[config.mk]
export PLATFORM = sky130hd
export DESIGN_NAME = signed_divider_sequencer_flat
export DESIGN_NICKNAME = d
export VERILOG_FILES = /design/src/rtl/signed_divider_sequencer_if.sv /design/src/rtl/signed_divider_sequencer.sv /design/src/flat_wrapper.sv
export SDC_FILE = /design/constraint.sdc
export NUM_CORES = 1
export LEC_CHECK = 0
export CAP_MARGIN = 20
export CORE_MARGIN = 10
export CORE_UTILIZATION = 52
export CTS_CLUSTER_DIAMETER = 30
export CTS_CLUSTER_SIZE = 12
export DETAILED_ROUTE_END_ITERATION = 10
export GPL_TIMING_DRIVEN = 0
export PLACE_DENSITY = 0.87
export SLEW_MARGIN = 25
export SYNTH_ARGS = -nofsm -noshare
export SYNTH_HDL_FRONTEND = slang
export SYNTH_SLANG_ARGS = --single-unit
[constraint.sdc]
create_clock -name clk_i -period 5.7 [get_ports clk_i]
set_clock_uncertainty 0.2 [all_clocks]
set_input_delay 1.425 -clock clk_i [delete_from_list [all_inputs] [get_ports clk_i]]
set_output_delay 1.425 -clock clk_i [all_outputs]
set_load 0.05 [all_outputs]
[src/rtl/signed_divider_sequencer_if.sv]
// Request, core-side and response signals of the signed divider sequencer.
// Member names are given from the sequencer's point of view.
`timescale 1ns/1ps
interface signed_divider_sequencer_if #(
  parameter int DATA_WIDTH = 16
);
  logic                  req_valid_i;
  logic                  req_ready_o;
  logic [DATA_WIDTH-1:0] dividend_i;
  logic [DATA_WIDTH-1:0] divisor_i;
  logic                  signed_i;
  logic [DATA_WIDTH-1:0] div_dividend_o;
  logic [DATA_WIDTH-1:0] div_divisor_o;
  logic                  div_data_valid_o;
  logic [DATA_WIDTH-1:0] div_quotient_i;
  logic [DATA_WIDTH-1:0] div_remainder_i;
  logic                  div_data_valid_i;
  logic                  div_idle_i;
  logic [DATA_WIDTH-1:0] quotient_o;
  logic [DATA_WIDTH-1:0] remainder_o;
  logic                  divide_by_zero_o;
  logic                  overflow_o;
  logic                  resp_valid_o;
  logic                  resp_ready_i;

  modport slave (
    input  req_valid_i, dividend_i, divisor_i, signed_i,
    input  div_quotient_i, div_remainder_i, div_data_valid_i, div_idle_i,
    input  resp_ready_i,
    output req_ready_o, div_dividend_o, div_divisor_o, div_data_valid_o,
    output quotient_o, remainder_o, divide_by_zero_o, overflow_o, resp_valid_o
  );

  modport master (
    output req_valid_i, dividend_i, divisor_i, signed_i,
    output div_quotient_i, div_remainder_i, div_data_valid_i, div_idle_i,
    output resp_ready_i,
    input  req_ready_o, div_dividend_o, div_divisor_o, div_data_valid_o,
    input  quotient_o, remainder_o, divide_by_zero_o, overflow_o, resp_valid_o
  );
endinterface

[src/rtl/signed_divider_sequencer.sv]
// Signed/unsigned front/back end for an unsigned divider core: magnitude conversion,
// start pulse, sign fix-up and special cases. Optional macro: DIV_SPECIAL_BYPASS_EN.
`timescale 1ns/1ps
module signed_divider_sequencer #(
  parameter int DATA_WIDTH = 16
) (
  input  logic                        clk_i,
  input  logic                        rst_i,
  input  logic                        clk_en_i,
  signed_divider_sequencer_if.slave   bus
);
  localparam int MSB = DATA_WIDTH - 1;
  localparam logic [MSB:0] MIN_VAL = {1'b1, {(DATA_WIDTH-1){1'b0}}};

  typedef enum logic [1:0] {ST_IDLE, ST_ISSUE, ST_WAIT, ST_RESPOND} state_t;

  state_t     state_q, state_d;
  logic       sign_num_q, sign_num_d, sign_den_q, sign_den_d;
  logic       zero_q, zero_d, ovf_flag_q, ovf_flag_d;
  logic [MSB:0] orig_dividend_q, orig_dividend_d;
  logic [MSB:0] div_dividend_q, div_dividend_d, div_divisor_q, div_divisor_d;
  logic       start_q, start_d;
  logic [MSB:0] quotient_q, quotient_d, remainder_q, remainder_d;
  logic       dbz_q, dbz_d, ovf_q, ovf_d, resp_valid_q, resp_valid_d;

  logic       accept, req_sign_num, req_sign_den, req_zero, req_ovf;
  logic [MSB:0] fix_quotient, fix_remainder;

  assign bus.req_ready_o = (state_q == ST_IDLE) && bus.div_idle_i && !rst_i;
  assign accept          = bus.req_valid_i && bus.req_ready_o;

  assign req_sign_num = bus.signed_i & bus.dividend_i[MSB];
  assign req_sign_den = bus.signed_i & bus.divisor_i[MSB];
  assign req_zero     = (bus.divisor_i == '0);
  assign req_ovf      = bus.signed_i && (bus.dividend_i == MIN_VAL) && (bus.divisor_i == '1);

  // Negating MIN wraps back to MIN, which the core reads as 2^(W-1).
  assign fix_quotient  = (sign_num_q ^ sign_den_q) ? -bus.div_quotient_i : bus.div_quotient_i;
  assign fix_remainder = sign_num_q ? -bus.div_remainder_i : bus.div_remainder_i;

  always_comb begin
    state_d         = state_q;
    sign_num_d      = sign_num_q;
    sign_den_d      = sign_den_q;
    zero_d          = zero_q;
    ovf_flag_d      = ovf_flag_q;
    orig_dividend_d = orig_dividend_q;
    div_dividend_d  = div_dividend_q;
    div_divisor_d   = div_divisor_q;
    start_d         = 1'b0;
    quotient_d      = quotient_q;
    remainder_d     = remainder_q;
    dbz_d           = dbz_q;
    ovf_d           = ovf_q;
    resp_valid_d    = resp_valid_q;
    case (state_q)
      ST_IDLE: begin
        if (accept) begin
          sign_num_d      = req_sign_num;
          sign_den_d      = req_sign_den;
          div_dividend_d  = req_sign_num ? -bus.dividend_i : bus.dividend_i;
          div_divisor_d   = req_sign_den ? -bus.divisor_i : bus.divisor_i;
          orig_dividend_d = bus.dividend_i;
          zero_d          = req_zero;
          ovf_flag_d      = req_ovf;
`ifdef DIV_SPECIAL_BYPASS_EN
          if (req_zero || req_ovf) begin
            state_d      = ST_RESPOND;
            resp_valid_d = 1'b1;
            quotient_d   = req_zero ? '1 : MIN_VAL;
            remainder_d  = req_zero ? bus.dividend_i : '0;
            dbz_d        = req_zero;
            ovf_d        = req_ovf;
          end else begin
            state_d = ST_ISSUE;
            start_d = 1'b1;
          end
`else
          state_d = ST_ISSUE;
          start_d = 1'b1;
`endif
        end
      end
      ST_ISSUE: state_d = ST_WAIT;
      ST_WAIT: begin
        if (bus.div_data_valid_i) begin
          quotient_d   = zero_q ? '1 : fix_quotient;
          remainder_d  = zero_q ? orig_dividend_q : fix_remainder;
          dbz_d        = zero_q;
          ovf_d        = ovf_flag_q;
          resp_valid_d = 1'b1;
          state_d      = ST_RESPOND;
        end
      end
      ST_RESPOND: begin
        if (bus.resp_ready_i) begin
          resp_valid_d = 1'b0;
          state_d      = ST_IDLE;
        end
      end
      default: state_d = ST_IDLE;
    endcase
  end

  always_ff @(posedge clk_i) begin
    if (rst_i) begin
      state_q         <= ST_IDLE;
      sign_num_q      <= 1'b0;
      sign_den_q      <= 1'b0;
      zero_q          <= 1'b0;
      ovf_flag_q      <= 1'b0;
      orig_dividend_q <= '0;
      div_dividend_q  <= '0;
      div_divisor_q   <= '0;
      start_q         <= 1'b0;
      quotient_q      <= '0;
      remainder_q     <= '0;
      dbz_q           <= 1'b0;
      ovf_q           <= 1'b0;
      resp_valid_q    <= 1'b0;
    end else if (clk_en_i) begin
      state_q         <= state_d;
      sign_num_q      <= sign_num_d;
      sign_den_q      <= sign_den_d;
      zero_q          <= zero_d;
      ovf_flag_q      <= ovf_flag_d;
      orig_dividend_q <= orig_dividend_d;
      div_dividend_q  <= div_dividend_d;
      div_divisor_q   <= div_divisor_d;
      start_q         <= start_d;
      quotient_q      <= quotient_d;
      remainder_q     <= remainder_d;
      dbz_q           <= dbz_d;
      ovf_q           <= ovf_d;
      resp_valid_q    <= resp_valid_d;
    end
  end

  assign bus.div_dividend_o   = div_dividend_q;
  assign bus.div_divisor_o    = div_divisor_q;
  assign bus.div_data_valid_o = start_q;
  assign bus.quotient_o       = quotient_q;
  assign bus.remainder_o      = remainder_q;
  assign bus.divide_by_zero_o = dbz_q;
  assign bus.overflow_o       = ovf_q;
  assign bus.resp_valid_o     = resp_valid_q;
endmodule

[src/flat_wrapper.sv]
// flat-port wrapper written by rule: the top's interface ports become plain ports
module signed_divider_sequencer_flat 
#(
  parameter int DATA_WIDTH = 16
)
  (clk_i, rst_i, clk_en_i, bus_req_valid_i, bus_dividend_i, bus_divisor_i, bus_signed_i, bus_div_quotient_i, bus_div_remainder_i, bus_div_data_valid_i, bus_div_idle_i, bus_resp_ready_i, bus_req_ready_o, bus_div_dividend_o, bus_div_divisor_o, bus_div_data_valid_o, bus_quotient_o, bus_remainder_o, bus_divide_by_zero_o, bus_overflow_o, bus_resp_valid_o);
  signed_divider_sequencer_if #(.DATA_WIDTH(DATA_WIDTH)) bus_i ();
  input  logic clk_i;
  input  logic rst_i;
  input  logic clk_en_i;
  input wire logic [$bits(bus_i.req_valid_i)-1:0] bus_req_valid_i;
  input wire logic [$bits(bus_i.dividend_i)-1:0] bus_dividend_i;
  input wire logic [$bits(bus_i.divisor_i)-1:0] bus_divisor_i;
  input wire logic [$bits(bus_i.signed_i)-1:0] bus_signed_i;
  input wire logic [$bits(bus_i.div_quotient_i)-1:0] bus_div_quotient_i;
  input wire logic [$bits(bus_i.div_remainder_i)-1:0] bus_div_remainder_i;
  input wire logic [$bits(bus_i.div_data_valid_i)-1:0] bus_div_data_valid_i;
  input wire logic [$bits(bus_i.div_idle_i)-1:0] bus_div_idle_i;
  input wire logic [$bits(bus_i.resp_ready_i)-1:0] bus_resp_ready_i;
  output wire logic [$bits(bus_i.req_ready_o)-1:0] bus_req_ready_o;
  output wire logic [$bits(bus_i.div_dividend_o)-1:0] bus_div_dividend_o;
  output wire logic [$bits(bus_i.div_divisor_o)-1:0] bus_div_divisor_o;
  output wire logic [$bits(bus_i.div_data_valid_o)-1:0] bus_div_data_valid_o;
  output wire logic [$bits(bus_i.quotient_o)-1:0] bus_quotient_o;
  output wire logic [$bits(bus_i.remainder_o)-1:0] bus_remainder_o;
  output wire logic [$bits(bus_i.divide_by_zero_o)-1:0] bus_divide_by_zero_o;
  output wire logic [$bits(bus_i.overflow_o)-1:0] bus_overflow_o;
  output wire logic [$bits(bus_i.resp_valid_o)-1:0] bus_resp_valid_o;
  assign bus_i.req_valid_i = bus_req_valid_i;
  assign bus_i.dividend_i = bus_dividend_i;
  assign bus_i.divisor_i = bus_divisor_i;
  assign bus_i.signed_i = bus_signed_i;
  assign bus_i.div_quotient_i = bus_div_quotient_i;
  assign bus_i.div_remainder_i = bus_div_remainder_i;
  assign bus_i.div_data_valid_i = bus_div_data_valid_i;
  assign bus_i.div_idle_i = bus_div_idle_i;
  assign bus_i.resp_ready_i = bus_resp_ready_i;
  assign bus_req_ready_o = bus_i.req_ready_o;
  assign bus_div_dividend_o = bus_i.div_dividend_o;
  assign bus_div_divisor_o = bus_i.div_divisor_o;
  assign bus_div_data_valid_o = bus_i.div_data_valid_o;
  assign bus_quotient_o = bus_i.quotient_o;
  assign bus_remainder_o = bus_i.remainder_o;
  assign bus_divide_by_zero_o = bus_i.divide_by_zero_o;
  assign bus_overflow_o = bus_i.overflow_o;
  assign bus_resp_valid_o = bus_i.resp_valid_o;
  signed_divider_sequencer #(.DATA_WIDTH(DATA_WIDTH)) u_core (.clk_i(clk_i), .rst_i(rst_i), .clk_en_i(clk_en_i), .bus(bus_i));
endmodule
## After elaboration in Yosys (flattened, before gate mapping)

Cells that the tools add are included.

- Register bits after elaboration: 90
- Logic and storage cells: 57

- Add/subtract/negate cells: 4
- Equal/unequal tests: 8
- Muxes and demuxes: 15
- Bitwise operators: 3
- Reductions and logical operators: 13

Operators by type and width:

| operator | number |
|---|---|
| $mux W16 | 6 |
| $neg A16 Y16 | 4 |
| $eq A16 B16 Y1 const B | 2 |
| $logic_not A16 Y1 | 1 |
| $pmux W2 S4 | 1 |
| $reduce_and A4 Y1 | 2 |
| $mux W2 | 3 |
| $reduce_and A3 Y1 | 2 |
| $logic_and A1 B1 Y1 | 5 |
| $eq A2 B2 Y1 const B | 2 |
| $mux W1 | 4 |
| $ne A2 B2 Y1 const B | 2 |
| $and A1 B1 Y1 | 2 |
| $eq A2 B1 Y1 const B | 1 |
| $logic_not A2 Y1 | 1 |
| $ne A2 B1 Y1 const B | 1 |
| $pmux W1 S2 | 1 |
| $reduce_bool A2 Y1 | 1 |
| $logic_not A1 Y1 | 1 |
| $xor A1 B1 Y1 | 1 |

## Depth between registers and ports, before layout

Gate-level depths: netlist (run 1).

- Depth after elaboration: 6
- Depth in mapped cells: 9
- Mapped depth without buffers: 6

## Worst setup path before layout (run 1)

Ideal clock, no wire load.

- Kind: input-to-output
- Start: in rst_i
- End: out bus_req_ready_o
- Data arrival time: 2.107 ns
- Data required time: 4.075 ns
- Slack: 1.968 ns
- Stages on the path: 2
- Buffers on the path: 1
- Path through: and3b_1 clkbuf_1

- Longest elaborated chain between the ends: 2

Ends and longest elaborated chain:

| element | RTL line | RTL |
|---|---|---|
| start: declaration | flat_wrapper.sv:9 | `input logic rst_i;` |
| $logic_not A1 Y1 | signed_divider_sequencer.sv:29 | `assign bus.req_ready_o = (state_q == ST_IDLE) && bus.div_idle_i && !rst_i;` |
| $logic_and A1 B1 Y1 | signed_divider_sequencer.sv:29 |  |
| end: declaration | flat_wrapper.sv:20 | `output wire logic [$bits(bus_i.req_ready_o)-1:0] bus_req_ready_o;` |

Every way passes these cells.

## Worst setup path in the final report (run 1)

Ends and elaborated chain as after synthesis.

==> PnR_summary.wiki, run 1 <==
{| class="wikitable"
! Metric !! Value
|-
| Run status || finished clean
|-
| Effective utilization at floorplan || approximately 53%
|-
| Share of the synthesized area in compound gates (AO/OA/AOI/OAI) || a little under a quarter
|-
| Setup total negative slack || 0 ns
|-
| Kind of end point of the critical path || output pin
|-
| Synth Net Count || 696
|-
| Count of nets after finishing || between 800 and 900
|-
| Slowest-stage cell, CP || sky130_fd_sc_hd__clkdlybuf4s50_1
|-
| Wire length after detailed routing || between 15 and 20 mm
|-
| List of cells traversed by the critical path || clkdlybuf4s50_1, and3b_1, clkbuf_1, clkdlybuf4s50_1
|-
| Post-route met1 wirelength || just over 7 mm
|-
| Worst slack after detailed placement || about 0.90 ns
|-
| Synthesized-area fraction occupied by and/or/nand/nor cells || roughly a quarter
|-
| Synth unique cells || 60
|-
| DR vias || ~5.4k
|-
| Synth area leaders || sky130_fd_sc_hd__dfxtp_1 (37%), sky130_fd_sc_hd__xnor2_1 (6.1%), sky130_fd_sc_hd__nand2_1 (5.2%)
|-
| Final hold violations || 0
|-
| Smallest setup slack after layout || ~0.89 ns
|-
| Die area || 0.0136 mm2
|-
| Flop and latch count out of synthesis || between 80 and 90
|-
| Proportion of synthesized flip-flops having asynchronous set or reset || 0%
|-
| Actual slew at the worst max-slew pin || between 0.9 and 1 ns
|-
| Max-cap check violation count || 0
|-
| Aggregate global routing overflow || 0
|-
| Count of buffering cells on the critical path with inverters included || 3
|-
| Sequential share of the synthesized area || roughly 37%
|-
| DIE WIDTH || ~120 um
|-
| Proportion of synthesized area in mux cells || between 1 and 1.5%
|-
| Height of the die || between 100 and 150 um
|-
| Mapped Cells || 615
|-
| Maximum achievable frequency || 0.208 GHz
|-
| Antenna-violating nets left || 0
|-
| Critical path class || primary input to output pin
|-
| Port Buf Inserts || around 140
|-
| Maximum number of pins on one net before global-route repair || 15
|-
| Pwr per Cell Area || between 200 and 250 mW/mm2
|-
| Maximum clock path buffer count || 2
|-
| Root Buffer Master || sky130_fd_sc_hd__clkbuf_8
|-
| # fillers || ~740
|-
| Global-route wire length before repair || between 20 and 30 mm
|-
| Final routed wire length divided by cell count || just under 20 um
|-
| Synth area leader || sky130_fd_sc_hd__dfxtp_1
|-
| All-layer global routing usage || 24.4%
|-
| Routed wire length on met3 || between 1.5 and 2 mm
|-
| Count of cells resized by post-cts repair || 0
|-
| Count of synthesis-stage warnings from yosys || 0
|-
| Worst hold path class || flop to flop
|-
| Internal power summed over all cells || roughly 1 mW
|-
| Initial antenna violation count || 0
|-
| Switching part of the total power || between 20 and 30%
|-
| Worst-Skew Late Latency || between 0.3 and 0.4 ns
|-
| TritonCTS clock tree || built
|-
| Number of flops mapped to enable cells by yosys || 0
|-
| Tcrit/Tclk final || a little over four fifths
|-
| Number of rows in the core area || 35
|-
| Global placer's final weighted congestion || 0.956
|-
| Worst ir drop on vdd || ~0.14 mV
|-
| # H-tree levels || 3
|-
| DRC errors left || 0
|-
| Vias in the first global route || 5290
|-
| Clock transition at the register clock pins on the worst setup and hold paths after CTS || 0.09 ns
|-
| Seq pwr share || between 40% and 50%
|-
| Met2 wire length || slightly above 8 mm
|-
| Instance area at placement || ~0.0064 mm2
|-
| Portion of synthesized cell area occupied by the leading cell type || ~37%
|-
| Number of setup violations in the final report || 0
|-
| Area of all placed cells without fillers || around 0.0066 mm2
|-
| Starting DRT DRC Count || between 600 and 700
|-
| Critical path startpoint category || primary input
|-
| Final antenna diode count || 0
|-
| Required @ worst endpoint || 4.07 ns
|-
| Boundary pin count || between 100 and 150
|-
| Lkg Pwr || 2.22 nW
|-
| Clock share of power || between 30 and 40%
|-
| Hold buffer count at CTS || 0
|-
| DR pass1 iterations || 5
|-
| CP Data Arrival Time || 3.19 ns
|-
| Final-report max-slew violation count || 0
|-
| Area inside the core boundary || a little over 0.009 mm2
|-
| Startpoint of the lowest-slack hold path || u_core.bus.remainder_o[1]
|-
| Adder and majority cell fraction of the synthesized area || about 2.3%
|-
| Clk sink count || 89
|-
| TritonCTS Buffers || 9
|-
| Clock period minus final worst setup slack || a little under 5 ns
|-
| Detailed-route vias per instance || 6.17
|-
| Power dissipated by switching net loads || about 390 uW
|-
| Beginning of the critical path || rst_i
|-
| Delay-heaviest family, CP || buffers and inverters
|-
| Post-synthesis xor/xnor area fraction || under 10%
|-
| Combinational family with the most area after synthesis || simple AND/OR/NAND/NOR gates
|-
| Fraction of power consumed by combinational cells || roughly 18%
|-
| Proportion of layout cells with a drive suffix above 1 || ~3.7%
|-
| Highest fanout seen on the critical path || 6
|-
| Max-slew headroom at the worst pin || ~33%
|-
| Placed Cells incl. Taps || 863
|-
| HPWL reported at the end of detailed placement || between 10 and 15 mm
|-
| Top routing layer in use || met4
|-
| Number of cells in the finished layout apart from fillers || 878
|-
| RSZ-0062 raised after global routing || false
|-
| Post-CTS Setup Repair Bufs || 0
|-
| Post-Synthesis Cell Area || 0.00487 mm2
|-
| Worst hold margin || 0.266 ns
|-
| Syn Area/Cell || roughly 7.9 um2
|-
| Top FF cell, synth || sky130_fd_sc_hd__dfxtp_1
|-
| Reg2Reg Launch Point || u_core.state_q[0]
|-
| Most frequent cell on the critical path || sky130_fd_sc_hd__clkdlybuf4s50_1
|-
| Crit-path max cell delay || between 0.8 and 0.9 ns
|-
| Post-synthesis to final-layout area growth || 35.7%
|}
## registers in the layout (all words and copies together) (netlist names)
name	flops
u_core.ovf_flag_q	1
u_core.bus.overflow_o	1
u_core.bus.div_divisor_o	16
u_core.state_q	2
u_core.bus.remainder_o	16
u_core.bus.div_data_valid_o	1
u_core.sign_den_q	1
u_core.bus.div_dividend_o	16
u_core.bus.resp_valid_o	1
u_core.sign_num_q	1
u_core.bus.quotient_o	16
u_core.zero_q	1
u_core.orig_dividend_q	15
u_core.bus.divide_by_zero_o	1
## power groups by stage
| stage | registers (mW) | clock network [mW] | logic [mW] |
|---|---|---|---|
| after global routing | 0.643 | 0.523 | 0.273 |
| after global placement | 0.656 | 0 | 0.246 |
| final | 0.642 | 0.500 | 0.256 |
| after CTS | 0.641 | 0.498 | 0.252 |
| after detailed placement | 0.656 | 0 | 0.250 |
| after floorplan | 0.686 | 0 | 0.0985 |
## final timing paths
kind                                             endpoint  slack, ns  depth (start not counted)
worst max-delay path                      bus_req_ready_o       0.89                          4
worst min register to register  u_core.bus.remainder_o[1]       0.27                          2
worst min-delay path            u_core.bus.remainder_o[1]       0.27                          2
worst max register to register          u_core.sign_num_q       3.17                          9
## synthesized netlist by cell type (8+ instances only)
cell and instances:
sky130_fd_sc_hd__nand3_1 16, sky130_fd_sc_hd__dfxtp_1 89, sky130_fd_sc_hd__o21ai_0 35, sky130_fd_sc_hd__inv_1 17, sky130_fd_sc_hd__buf_1 8, sky130_fd_sc_hd__a21oi_1 49, sky130_fd_sc_hd__nor4_1 11, sky130_fd_sc_hd__nor3_1 20
sky130_fd_sc_hd__or3_1 11, sky130_fd_sc_hd__a211oi_1 22, sky130_fd_sc_hd__nand2_1 67, sky130_fd_sc_hd__nor2_1 54, sky130_fd_sc_hd__clkbuf_1 31, sky130_fd_sc_hd__ha_1 9, sky130_fd_sc_hd__a31oi_1 16, sky130_fd_sc_hd__nand4_1 8
sky130_fd_sc_hd__xnor2_1 34, sky130_fd_sc_hd__or4_1 8
## kinds of logic after synthesis
kind of cell               Yosys count
AOI/OAI and AO/OA                  171
xor gates and xnor gates            41
DFF                                 89
buffers and inverters               63
and+or+nand+nor                    236
adders and majority gates            9
muxes                                6
## layout by cell type (no fill, tap or decap), drive strengths merged, types with 17 or more instances in the layout
master | netlist | routed
nor3 | 20 | 20
o21ai | 35 | 35
clkdlybuf4s50 | 0 | 137
dfxtp | 89 | 89
nor2 | 54 | 54
inv | 17 | 17
a211oi | 22 | 22
nand2 | 67 | 67
clkbuf | 32 | 43
xnor2 | 34 | 34
a21oi | 49 | 49
## through the flow
| stage | util [%] | power (mW) |
|---|---|---|
| after global placement | 69.4 | 0.901 |
| after global routing | 71.9 | 1.44 |
| after CTS | 71.9 | 1.39 |
| final | 71.9 | 1.40 |
| after floorplan | - | 0.784 |
| after detailed placement | 69.4 | 0.906 |
## routing by layer
layer | vias to the layer above | GRT usage [%]
li1 | 2541 | -
met1 | 2557 | 31.0
met2 | 283 | 40.3
met3 | 33 | 5.61
met4 | 0 | 7.66
met5 | - | 0
## layout make-up
class,count,area (um2),share of cell area [%]
clock buffer,11,151,2.29
multi-input combinational,463,2850,43.0
clock inverter,4,76.3,1.15
timing repair buffer,137,1370,20.7
tap,111,139,2.10
inverter,18,67.6,1.02
buffer,45,179,2.71
sequential,89,1780,26.9
## tightest hold or removal path, cell delays in order, from the launching register on
cell and delay, ns:
sky130_fd_sc_hd__dfxtp_1 0.32, sky130_fd_sc_hd__nand2_1 0.05, sky130_fd_sc_hd__a21oi_1 0.05
(Power assumes the default switching activity.)
==> run 2, diff against run 1 <==
--- a/config.mk
+++ b/config.mk
@@ -7,12 +7,12 @@
 export LEC_CHECK = 0
 export CAP_MARGIN = 20
 export CORE_MARGIN = 10
-export CORE_UTILIZATION = 52
+export CORE_UTILIZATION = 48
 export CTS_CLUSTER_DIAMETER = 30
 export CTS_CLUSTER_SIZE = 12
 export DETAILED_ROUTE_END_ITERATION = 10
 export GPL_TIMING_DRIVEN = 0
-export PLACE_DENSITY = 0.87
+export PLACE_DENSITY = 0.82
 export SLEW_MARGIN = 25
 export SYNTH_ARGS = -nofsm -noshare
 export SYNTH_HDL_FRONTEND = slang
==> constraint.sdc (replaced) <==
create_clock -name clk_i -period 4.67 [get_ports clk_i]
set_clock_uncertainty 0.2 [all_clocks]
set_input_delay 1.1675 -clock clk_i [delete_from_list [all_inputs] [get_ports clk_i]]
set_output_delay 1.1675 -clock clk_i [all_outputs]
set_load 0.05 [all_outputs]
==> PnR_summary.wiki, run 2 (synthesis gave the netlist of run 1 again) <==
{| class="wikitable"
! Metric !! Value
|-
| Initial antenna violation count || 0 (unchanged)
|-
| Number of rows in the core area || 36 (was 35)
|-
| Count of nets after finishing || 844 (unchanged)
|-
| Crit-path max cell delay || 0.86 ns (was 0.85 ns)
|-
| Count of buffering cells on the critical path with inverters included || 3 (unchanged)
|-
| Max-cap check violation count || 0 (unchanged)
|-
| Maximum achievable frequency || roughly 0.23 GHz
|-
| DIE WIDTH || 121 um (was 117 um)
|-
| Detailed-route vias per instance || 6.02 (was 6.17)
|-
| Maximum number of pins on one net before global-route repair || 15 (unchanged)
|-
| Wire length after detailed routing || 17.4 mm (was 17.2 mm)
|-
| Placed Cells incl. Taps || 885 (was 863)
|-
| Highest fanout seen on the critical path || 6 (unchanged)
|-
| Critical path startpoint category || primary input (unchanged)
|-
| Most frequent cells in the layout || sky130_fd_sc_hd__clkdlybuf4s50_1 (137), sky130_fd_sc_hd__dfxtp_1 (89), sky130_fd_sc_hd__nand2_1 (67) (unchanged)
|-
| Most frequent cell on the critical path || sky130_fd_sc_hd__clkdlybuf4s50_1 (unchanged)
|-
| Final antenna diode count || 0 (unchanged)
|-
| Vias in the first global route || 5233 (was 5290)
|-
| Instance area at placement || 0.00641 mm2 (was 0.00638 mm2)
|-
| Post-layout utilization of the core || 67.5% (was 71.9%)
|-
| Required @ worst endpoint || 3.30 ns (was 4.07 ns)
|-
| Area inside the core boundary || 0.00982 mm2 (was 0.00920 mm2)
|-
| Fraction of power consumed by combinational cells || 19.0% (was 18.3%)
|-
| Smallest setup slack after layout || 0.372 ns (was 0.886 ns)
|-
| DRC errors left || 0 (unchanged)
|-
| Die area || 0.0146 mm2 (was 0.0136 mm2)
|-
| Actual slew at the worst max-slew pin || 0.884 ns (was 0.978 ns)
|-
| Effective utilization at floorplan || 49.6% (was 53.0%)
|-
| Lkg Pwr || 2.22 nW (about the same)
|-
| Root Buffer Master || sky130_fd_sc_hd__clkbuf_8 (unchanged)
|-
| Kind of end point of the critical path || output pin (unchanged)
|-
| Global placer's final weighted congestion || 0.926 (was 0.956)
|-
| Setup total negative slack || 0 ns (unchanged)
|-
| Max-slew headroom at the worst pin || 40.6% (was 33.1%)
|-
| Height of the die || 121 um (was 117 um)
|-
| Clk sink count || 89 (unchanged)
|-
| HPWL reported at the end of detailed placement || 13.6 mm (was 13.3 mm)
|-
| Hold buffer count at CTS || 0 (unchanged)
|-
| CP Data Arrival Time || 2.93 ns (was 3.19 ns)
|-
| Switching part of the total power || 28.4% (was 27.8%)
|-
| Run status || finished clean (unchanged)
|-
| Number of setup violations in the final report || 0 (unchanged)
|-
| Most common library cell in the layout ignoring fill and taps || sky130_fd_sc_hd__clkdlybuf4s50_1 (unchanged)
|-
| Global-route wire length before repair || 28.0 mm (was 26.9 mm)
|-
| DR pass1 iterations || 5 (unchanged)
|-
| Maximum clock path buffer count || 2 (unchanged)
|-
| Antenna-violating nets left || 0 (unchanged)
|-
| Final hold violations || 0 (unchanged)
|-
| Clock share of power || 33.4% (was 35.8%)
|-
| Area of all placed cells without fillers || 0.00662 mm2 (was 0.00661 mm2)
|-
| RSZ-0062 raised after global routing || false (unchanged)
|-
| # fillers || 874 (was 739)
|-
| Boundary pin count || 141 (unchanged)
|-
| Clock period minus final worst setup slack || 4.30 ns
|-
| Worst-Skew Late Latency || 0.35 ns (about the same)
|-
| List of cells traversed by the critical path || clkdlybuf4s50_1, and3b_1, clkbuf_1, clkdlybuf4s50_1 (unchanged)
|-
| Total chip power || 1.65 mW (was 1.40 mW)
|-
| Pwr per Cell Area || 248 mW/mm2 (was 211 mW/mm2)
|-
| TritonCTS clock tree || built (unchanged)
|-
| Worst hold path class || flop to flop (unchanged)
|-
| Count of cells resized by post-cts repair || 0 (unchanged)
|-
| TritonCTS Buffers || 9 (unchanged)
|-
| Post-synthesis to final-layout area growth || 35.9% (was 35.7%)
|-
| Seq pwr share || 47.6% (was 45.9%)
|-
| Internal power summed over all cells || 1.18 mW (was 1.01 mW)
|-
| Number of cells in the finished layout apart from fillers || 900 (was 878)
|-
| Worst ir drop on vdd || 0.124 mV (was 0.140 mV)
|-
| Worst slack after detailed placement || 0.396 ns (was 0.899 ns)
|-
| Final routed wire length divided by cell count || 19.4 um (was 19.6 um)
|-
| Starting DRT DRC Count || 588 (was 656)
|-
| # H-tree levels || 3 (unchanged)
|-
| All-layer global routing usage || 23.4% (was 24.4%)
|-
| DR vias || 5420 (was 5414)
|-
| Power dissipated by switching net loads || 468 uW (was 388 uW)
|-
| Final-report max-slew violation count || 0 (unchanged)
|-
| Proportion of layout cells with a drive suffix above 1 || 3.78% (was 3.65%)
|-
| Critical path class || primary input to output pin (unchanged)
|-
| Slowest-stage cell, CP || sky130_fd_sc_hd__clkdlybuf4s50_1 (unchanged)
|-
| Post-CTS Setup Repair Bufs || 0 (unchanged)
|-
| Worst hold margin || 0.265 ns (was 0.266 ns)
|-
| Tcrit/Tclk final || 92.0%
|-
| Delay-heaviest family, CP || buffers and inverters (unchanged)
|-
| Clock transition at the register clock pins on the worst setup and hold paths after CTS || 0.09 ns (about the same)
|-
| Port Buf Inserts || 137 (unchanged)
|-
| Aggregate global routing overflow || 0 (unchanged)
|}
run 2: cell count changes in the layout (fill, tap and decap cells not counted), sizes merged:
| cell | delta |
|---|---|
| clkinv | +2 |
| clkinvlp | -1 |
| bufinv | -1 |
run 2: layout make-up:
| type | instances | area [um2] | area share, % |
|---|---|---|---|
| multi-input combinational | 463 | 2850 | 43.1 |
| sequential | 89 | 1780 | 26.9 |
| timing repair buffer | 137 | 1370 | 20.7 |
| buffer | 45 | 179 | 2.70 |
| tap | 133 | 166 | 2.51 |
| clock buffer | 11 | 151 | 2.29 |
| inverter | 18 | 67.6 | 1.02 |
| clock inverter | 4 | 52.6 | 0.793 |
run 2: worst register-to-register path: cells and delay by family (launching register included):
kind	cells	cell delay, ns
compound gates	1	0.16
buf+inv	4	0.96
flops	1	0.34
fa+ha+maj	1	0.20
simple gates	3	0.56
run 2: routing by layer:
| layer | vias up | track usage [%] | wire length [um] |
|---|---|---|---|
| li1 | 2549 | - | - |
| met1 | 2571 | 29.6 | 7220 |
| met2 | 271 | 38.4 | 8220 |
| met3 | 29 | 6.38 | 1720 |
| met4 | 0 | 6.26 | 274 |
| met5 | - | 0 | 0 |
run 2: final timing paths:
check,startpoint,to,slack [ns],cells after the start
worst max register to register,u_core.state_q[0],u_core.sign_den_q,2.19,9
worst min-delay path,u_core.orig_dividend_q[4],u_core.orig_dividend_q[4],0.26,2
worst min register to register,u_core.orig_dividend_q[4],u_core.orig_dividend_q[4],0.26,2
worst max-delay path,rst_i,bus_req_ready_o,0.37,4
run 2: power groups by stage:
stage	registers, mW	logic, mW	clock network [mW]
floorplan	0.837	0.120	0
global placement	0.800	0.302	0
detailed placement	0.801	0.307	0
CTS	0.783	0.309	0.551
global route	0.785	0.337	0.583
finish	0.783	0.312	0.550
==> RTL change 1: new RTL, config.mk and constraints of run 2 <==
The 4 states of `state_t` get a one-hot encoding in 4 bits.
--- a/src/rtl/signed_divider_sequencer.sv
+++ b/src/rtl/signed_divider_sequencer.sv
@@ -13,5 +13,5 @@
   localparam logic [MSB:0] MIN_VAL = {1'b1, {(DATA_WIDTH-1){1'b0}}};
 
-  typedef enum logic [1:0] {ST_IDLE, ST_ISSUE, ST_WAIT, ST_RESPOND} state_t;
+  typedef enum logic [3:0] {ST_IDLE = 4'b0001, ST_ISSUE = 4'b0010, ST_WAIT = 4'b0100, ST_RESPOND = 4'b1000} state_t;
 
   state_t     state_q, state_d;
Check against the original RTL: no difference found for any inputs over 4 cycles, from zero or initial values and one cycle with rst_i high; so few cycles prove little.
==> RTL change 1 against run 2 <==
- critical path type unchanged
- utilization shrank 0.65 points
- critical path depth did not move
- largest power group unchanged
- final cell count decreased by 1.3%
- setup slack got worse by 29 ps
- sequential cell count increased by 2
- global-route usage is 1.6 points lower
- design area shrank 2.8%
- synthesized cell count is 2.6% lower
- count of clock-buffer cells in the layout is the same
- highest routed layer unchanged
- total power is 4.1% lower
- wire length fell by 10%
- area after synthesis down 3.7%
==> RTL change 1: results (changes against run 2) <==
stage	metric	value	unit	change
setup_path	flop2flop setup slack	1940	ps	-250 ps
power	P_leak	0.00209	uW	-5.7%
global_routing	Overflow after GRT	0		unchanged
hold_path	Hold EP	u_core.orig_dividend_q[7]		
routing	met2 wire length	7290	um	-11%
place	IO buf count	140		+2.2%
setup_path	Critical Path End	bus_req_ready_o		
global_routing	largest net degree at the start of global routing	16		+1
logic_synthesis	Commonest cells post-synth	dfxtp_1, nand2_1, nor2_1		
routing	drt first pass iters	5		unchanged
layout	nets	827		-2.0%
routing	DR top layer	met4		
cts	Clock Latency Late Sink	370	ps	+20 ps
logic_synthesis	sequential fraction of the synthesis area	38.8	%	+2.3 points
routing	Initial DRC Count	312		-47%
job	MaxCap Viol Count	0		unchanged
layout	fin cells	888		-1.3%
routing	met3 routed WL	1360	um	-21%
routing	final wirelength	15700	um	-10%
global_routing	global routing met3 resource utilization	7.09	%	+0.71 points
setup_path	path depth of the worst reg2reg path	6		-3
routing	wire length on met1	6690	um	-7.4%
place	dpl hpwl	12300	um	-10%
outcome	status	finished clean		
global_routing	met1 Track Usage GR	26.1	%	-3.5 points
setup_path	worst r2r dst	u_core.bus.quotient_o[2]		
place	gpl congestion	0.937		+1.3%
place	placed insts	872		-1.5%
global_routing	first-pass GRT wire length	25600	um	-8.6%
layout	fill cell count	851		-2.6%
global_routing	M2 GR Usage	36.1	%	-2.3 points
layout	Ant. Diodes	0		unchanged
global_routing	vias in the first global route	5073		-3.1%
cts	Worst-path clk slew	90	ps	about the same
logic_synthesis	Distinct cells, synth	50		-17%
setup_path	slowest library cell on the worst path	clkdlybuf4s50_1		
global_routing	Total Routing Usage GR	21.8	%	-1.6 points
setup_path	CP arrival	2960	ps	+30 ps
setup_path	largest stage delay on the critical path	800	ps	-60 ps
logic_synthesis	Post-synth ARST share	0	%	unchanged
layout	share of layout cells above drive strength 1	3.71	%	-0.072 points
logic_synthesis	syn nets	676		-2.9%
power	NetSw	459	uW	-1.9%
setup_path	CP Max Fanout	4		-2
hold_path	hold path depth	2		unchanged
setup_path	Critical R2R Launch	u_core.state_q[0]		
sta	Worst Max-Slew Pin Slew	853	ps	-31.2 ps
logic_synthesis	Mean Syn Cell Area	7.84	um2	-1.2%
hold_path	Hold Crit Start	u_core.orig_dividend_q[7]		
logic_synthesis	synth warn	0		unchanged
hold_path	worst hold path type	reg -> reg		
cts	CTS Buffer Depth	2		unchanged
routing	vias per inst	5.60		-7.0%
logic_synthesis	synth top area cells	dfxtp_1, nand2_1, a211oi_1		
power	worst ir drop on vdd	169	uV	+36%
## RTL change 1: cell types whose count changed in the layout (fill, tap and decap cells not counted), sizes merged, moves of 10 or more
cell / delta
nor2: +19
xor2: +15
nand3: -10
a211oi: +16
o21ai: -12
nand2: +16
## RTL change 1: area by class of cell
cell class	count	area, um2	area share, %
sequential	91	1820	28.3
tap	133	166	2.58
inverter	19	71.3	1.11
timing repair buffer	140	1400	21.8
clock buffer	11	141	2.20
clock inverter	5	37.5	0.583
multi-input combinational	450	2640	40.9
buffer	39	165	2.56
## RTL change 1: power groups by stage
stage | Sequential, uW | Clock (uW) | Combinational (uW)
after floorplan | 845 | 0 | 105
after global placement | 813 | 0 | 267
after detailed placement | 814 | 0 | 271
after CTS | 796 | 510 | 273
after global routing | 798 | 540 | 296
final | 796 | 507 | 275
## RTL change 1: worst max-delay path: cells and delay by family
kind,cells,cell delay (ps)
AND/OR/NAND/NOR,2,520
buffers and inverters,2,1260
## RTL change 1: stage by stage
step / utilization, % / instance area (um2) / total power, uW / setup WS [ps] / hold slack [ps]
2_1_floorplan: - / 4690 / 949 / 1410 / 231
3_3_place_gp: 65.0 / 6260 / 1080 / 355 / 243
3_5_place_dp: 65.0 / 6260 / 1090 / 338 / 247
4_1_cts: 66.8 / 6440 / 1580 / 333 / 259
5_1_grt: 66.8 / 6440 / 1630 / 227 / 278
6_report: 66.8 / 6440 / 1580 / 343 / 259
## RTL change 1: cells by family after synthesis
family	count (synthesis)	synth area share, %
simple gates	228	22.2
compound gates	160	21.9
flops	91	38.8
buf+inv	58	5.04
xor+xnor	53	9.89
fa+ha+maj	5	1.33
mux	4	0.906
==> RTL change 2: new RTL, config.mk and constraints of run 2 <==
Without the edit above. `DATA_WIDTH` is set to 16 in 3 places; all go to 12.
--- a/src/rtl/signed_divider_sequencer_if.sv
+++ b/src/rtl/signed_divider_sequencer_if.sv
@@ -3,5 +3,5 @@
 `timescale 1ns/1ps
 interface signed_divider_sequencer_if #(
-  parameter int DATA_WIDTH = 16
+  parameter int DATA_WIDTH = 12
 );
   logic                  req_valid_i;
--- a/src/rtl/signed_divider_sequencer.sv
+++ b/src/rtl/signed_divider_sequencer.sv
@@ -3,5 +3,5 @@
 `timescale 1ns/1ps
 module signed_divider_sequencer #(
-  parameter int DATA_WIDTH = 16
+  parameter int DATA_WIDTH = 12
 ) (
   input  logic                        clk_i,
--- a/src/flat_wrapper.sv
+++ b/src/flat_wrapper.sv
@@ -2,5 +2,5 @@
 module signed_divider_sequencer_flat 
 #(
-  parameter int DATA_WIDTH = 16
+  parameter int DATA_WIDTH = 12
 )
   (clk_i, rst_i, clk_en_i, bus_req_valid_i, bus_dividend_i, bus_divisor_i, bus_signed_i, bus_div_quotient_i, bus_div_remainder_i, bus_div_data_valid_i, bus_div_idle_i, bus_resp_ready_i, bus_req_ready_o, bus_div_dividend_o, bus_div_divisor_o, bus_div_data_valid_o, bus_quotient_o, bus_remainder_o, bus_divide_by_zero_o, bus_overflow_o, bus_resp_valid_o);
Ports: changed (8 resized); port bits go from 141 to 109. The function was not compared with the original's and may differ.
==> RTL change 2 against run 2 <==
- area after synthesis fell by 26%
- synthesized cell count fell by 24%
- setup slack improved by 170 ps
- sequential cell count fell by 20
- critical path depth did not move
- total power fell by 24%
- wire length fell by 37%
- hold slack got worse by 9.9 ps
- fmax rose by 4.1%
- design area fell by 25%
- critical path type unchanged
- largest power group unchanged
==> RTL change 2: results (changes against run 2) <==
stage	metric	value	unit	change
outcome	status	finished clean		
routing	vias per inst	5.43		-9.9%
sta	Final Max Tran Viols	0		unchanged
routing	drt first pass iters	5		unchanged
sta	WHS	255	ps	-9.92 ps
global_routing	vias in the first global route	3778		-28%
logic_synthesis	Mean Syn Cell Area	7.67	um2	-3.2%
cts	CTS Buffer Depth	2		unchanged
cts	Resize count post-CTS	0		unchanged
logic_synthesis	sequential fraction of the synthesis area	38.3	%	+1.7 points
setup_path	largest stage delay on the critical path	840	ps	-20 ps
logic_synthesis	Post-synth ARST share	0	%	unchanged
cts	Clock Latency Late Sink	340	ps	
logic_synthesis	Distinct cells, synth	42		-30%
logic_synthesis	Commonest cells post-synth	dfxtp_1, nor2_1, nand2_1		
layout	fill cell count	646		-26%
global_routing	Total Routing Usage GR	19.1	%	-4.3 points
cts	total CTS buffers	9		unchanged
logic_synthesis	synth warn	0		unchanged
global_routing	largest net degree at the start of global routing	11		-4
power	worst ir drop on vdd	188	uV	+52%
place	gpl congestion	0.874		-5.6%
place	dpl hpwl	8620	um	-37%
setup_path	CP delay by family, top	buffers and inverters		
hold_path	Hold Crit Start	u_core.bus.div_divisor_o[11]		
power	switch share	27.7	%	-0.70 points
sta	Worst Max-Slew Pin Slew	623	ps	-261 ps
hold_path	worst hold path type	reg -> reg		
setup_path	flop2flop setup slack	2430	ps	+240 ps
routing	DR WL/cell	16.0	um	-18%
layout	nets	653		-23%
routing	Initial DRC Count	171		-71%
global_routing	initial antenna violation count	0		unchanged
job	MaxCap Viol Count	0		unchanged
setup_path	CP arrival	2760	ps	-170 ps
place	placed insts	676		-24%
hold_path	hold path depth	2		unchanged
layout	fin cells	691		-23%
setup_path	CP Max Fanout	4		-2
cts	post-CTS setup buffers	0		unchanged
cts	CTS H-Tree Depth	3		unchanged
logic_synthesis	syn nets	535		-23%
setup_path	worst r2r dst	u_core.bus.quotient_o[4]		
layout	Final Core Density	68.0	%	+0.58 points
cts	clk root buf	clkbuf_8		
place	pre-CTS WS	542	ps	+147 ps
layout	share of layout cells above drive strength 1	4.05	%	+0.27 points
setup_path	slowest library cell on the worst path	clkdlybuf4s50_1		
cts	Worst-path clk slew	70	ps	-20 ps
setup_path	path depth of the worst reg2reg path	7		-2
hold_path	Hold EP	u_core.bus.div_divisor_o[11]		
setup_path	Critical R2R Launch	u_core.state_q[0]		
power	P_leak	0.00167	uW	-25%
place	IO buf count	107		-22%
global_routing	first-pass GRT wire length	18100	um	-35%
logic_synthesis	synth top area cells	dfxtp_1, nor2_1, a21oi_1		
layout	Ant. Diodes	0		unchanged
place	dpl cell area	0.00480	mm2	-25%
==> RTL change 2: metal layers <==
layer	share of wire [%]	GRT usage, %	vias to the layer above
met4	1.0	5.80	0
met5	0	0	-
li1	-	-	1866
met3	6.9	4.85	8
met2	49	32.9	149
met1	43	22.9	1726
==> RTL change 2: worst min-delay path: cells and delay by family (launching register included) <==
kind / cells / cell delay, ps
simple gates: 1 / 50
flops: 1 / 310
compound gates: 1 / 50
==> RTL change 2: kinds of logic (layout without fill, tap and decap cells) <==
logic type / after synthesis / after routing / synth area share (%)
compound gates: 112 / 112 / 18.9
xor+xnor: 33 / 33 / 8.01
fa+ha+maj: 9 / 9 / 3.12
buf+inv: 47 / 169 / 5.17
flops: 69 / 69 / 38.3
mux: 6 / 6 / 1.70
simple gates: 194 / 194 / 24.8
==> RTL change 2: cell type report <==
cell class              instances  area share [%]
flip-flops and latches         69            27.8
clock buffers                  13            3.00
clock inverters                 2           0.202
repair buffers                107            21.6
inverters                      18            1.36
well taps                      99            2.50
plain buffers                  29            2.40
multi-input cells             354            41.1
==> RTL change 2: how the worst max path moves through the flow <==
stage	startpoint	slack (ps)	endpoint	depth (start not counted)
6_report	bus_div_idle_i	540	bus_req_ready_o	4
5_1_grt	bus_div_idle_i	490	bus_req_ready_o	4
4_1_cts	bus_div_idle_i	540	bus_req_ready_o	4
3_5_place_dp	bus_div_idle_i	540	bus_req_ready_o	4
3_3_place_gp	bus_div_idle_i	570	bus_req_ready_o	4
2_1_floorplan	rst_i	1300	bus_req_ready_o	3
==> RTL change 2: power by group through the flow <==
stage	clock network [uW]	registers, uW	logic (uW)
finish	417	607	221
global route	445	607	240
CTS	419	606	221
detailed placement	0	620	220
global placement	0	619	216
floorplan	0	647	86.3
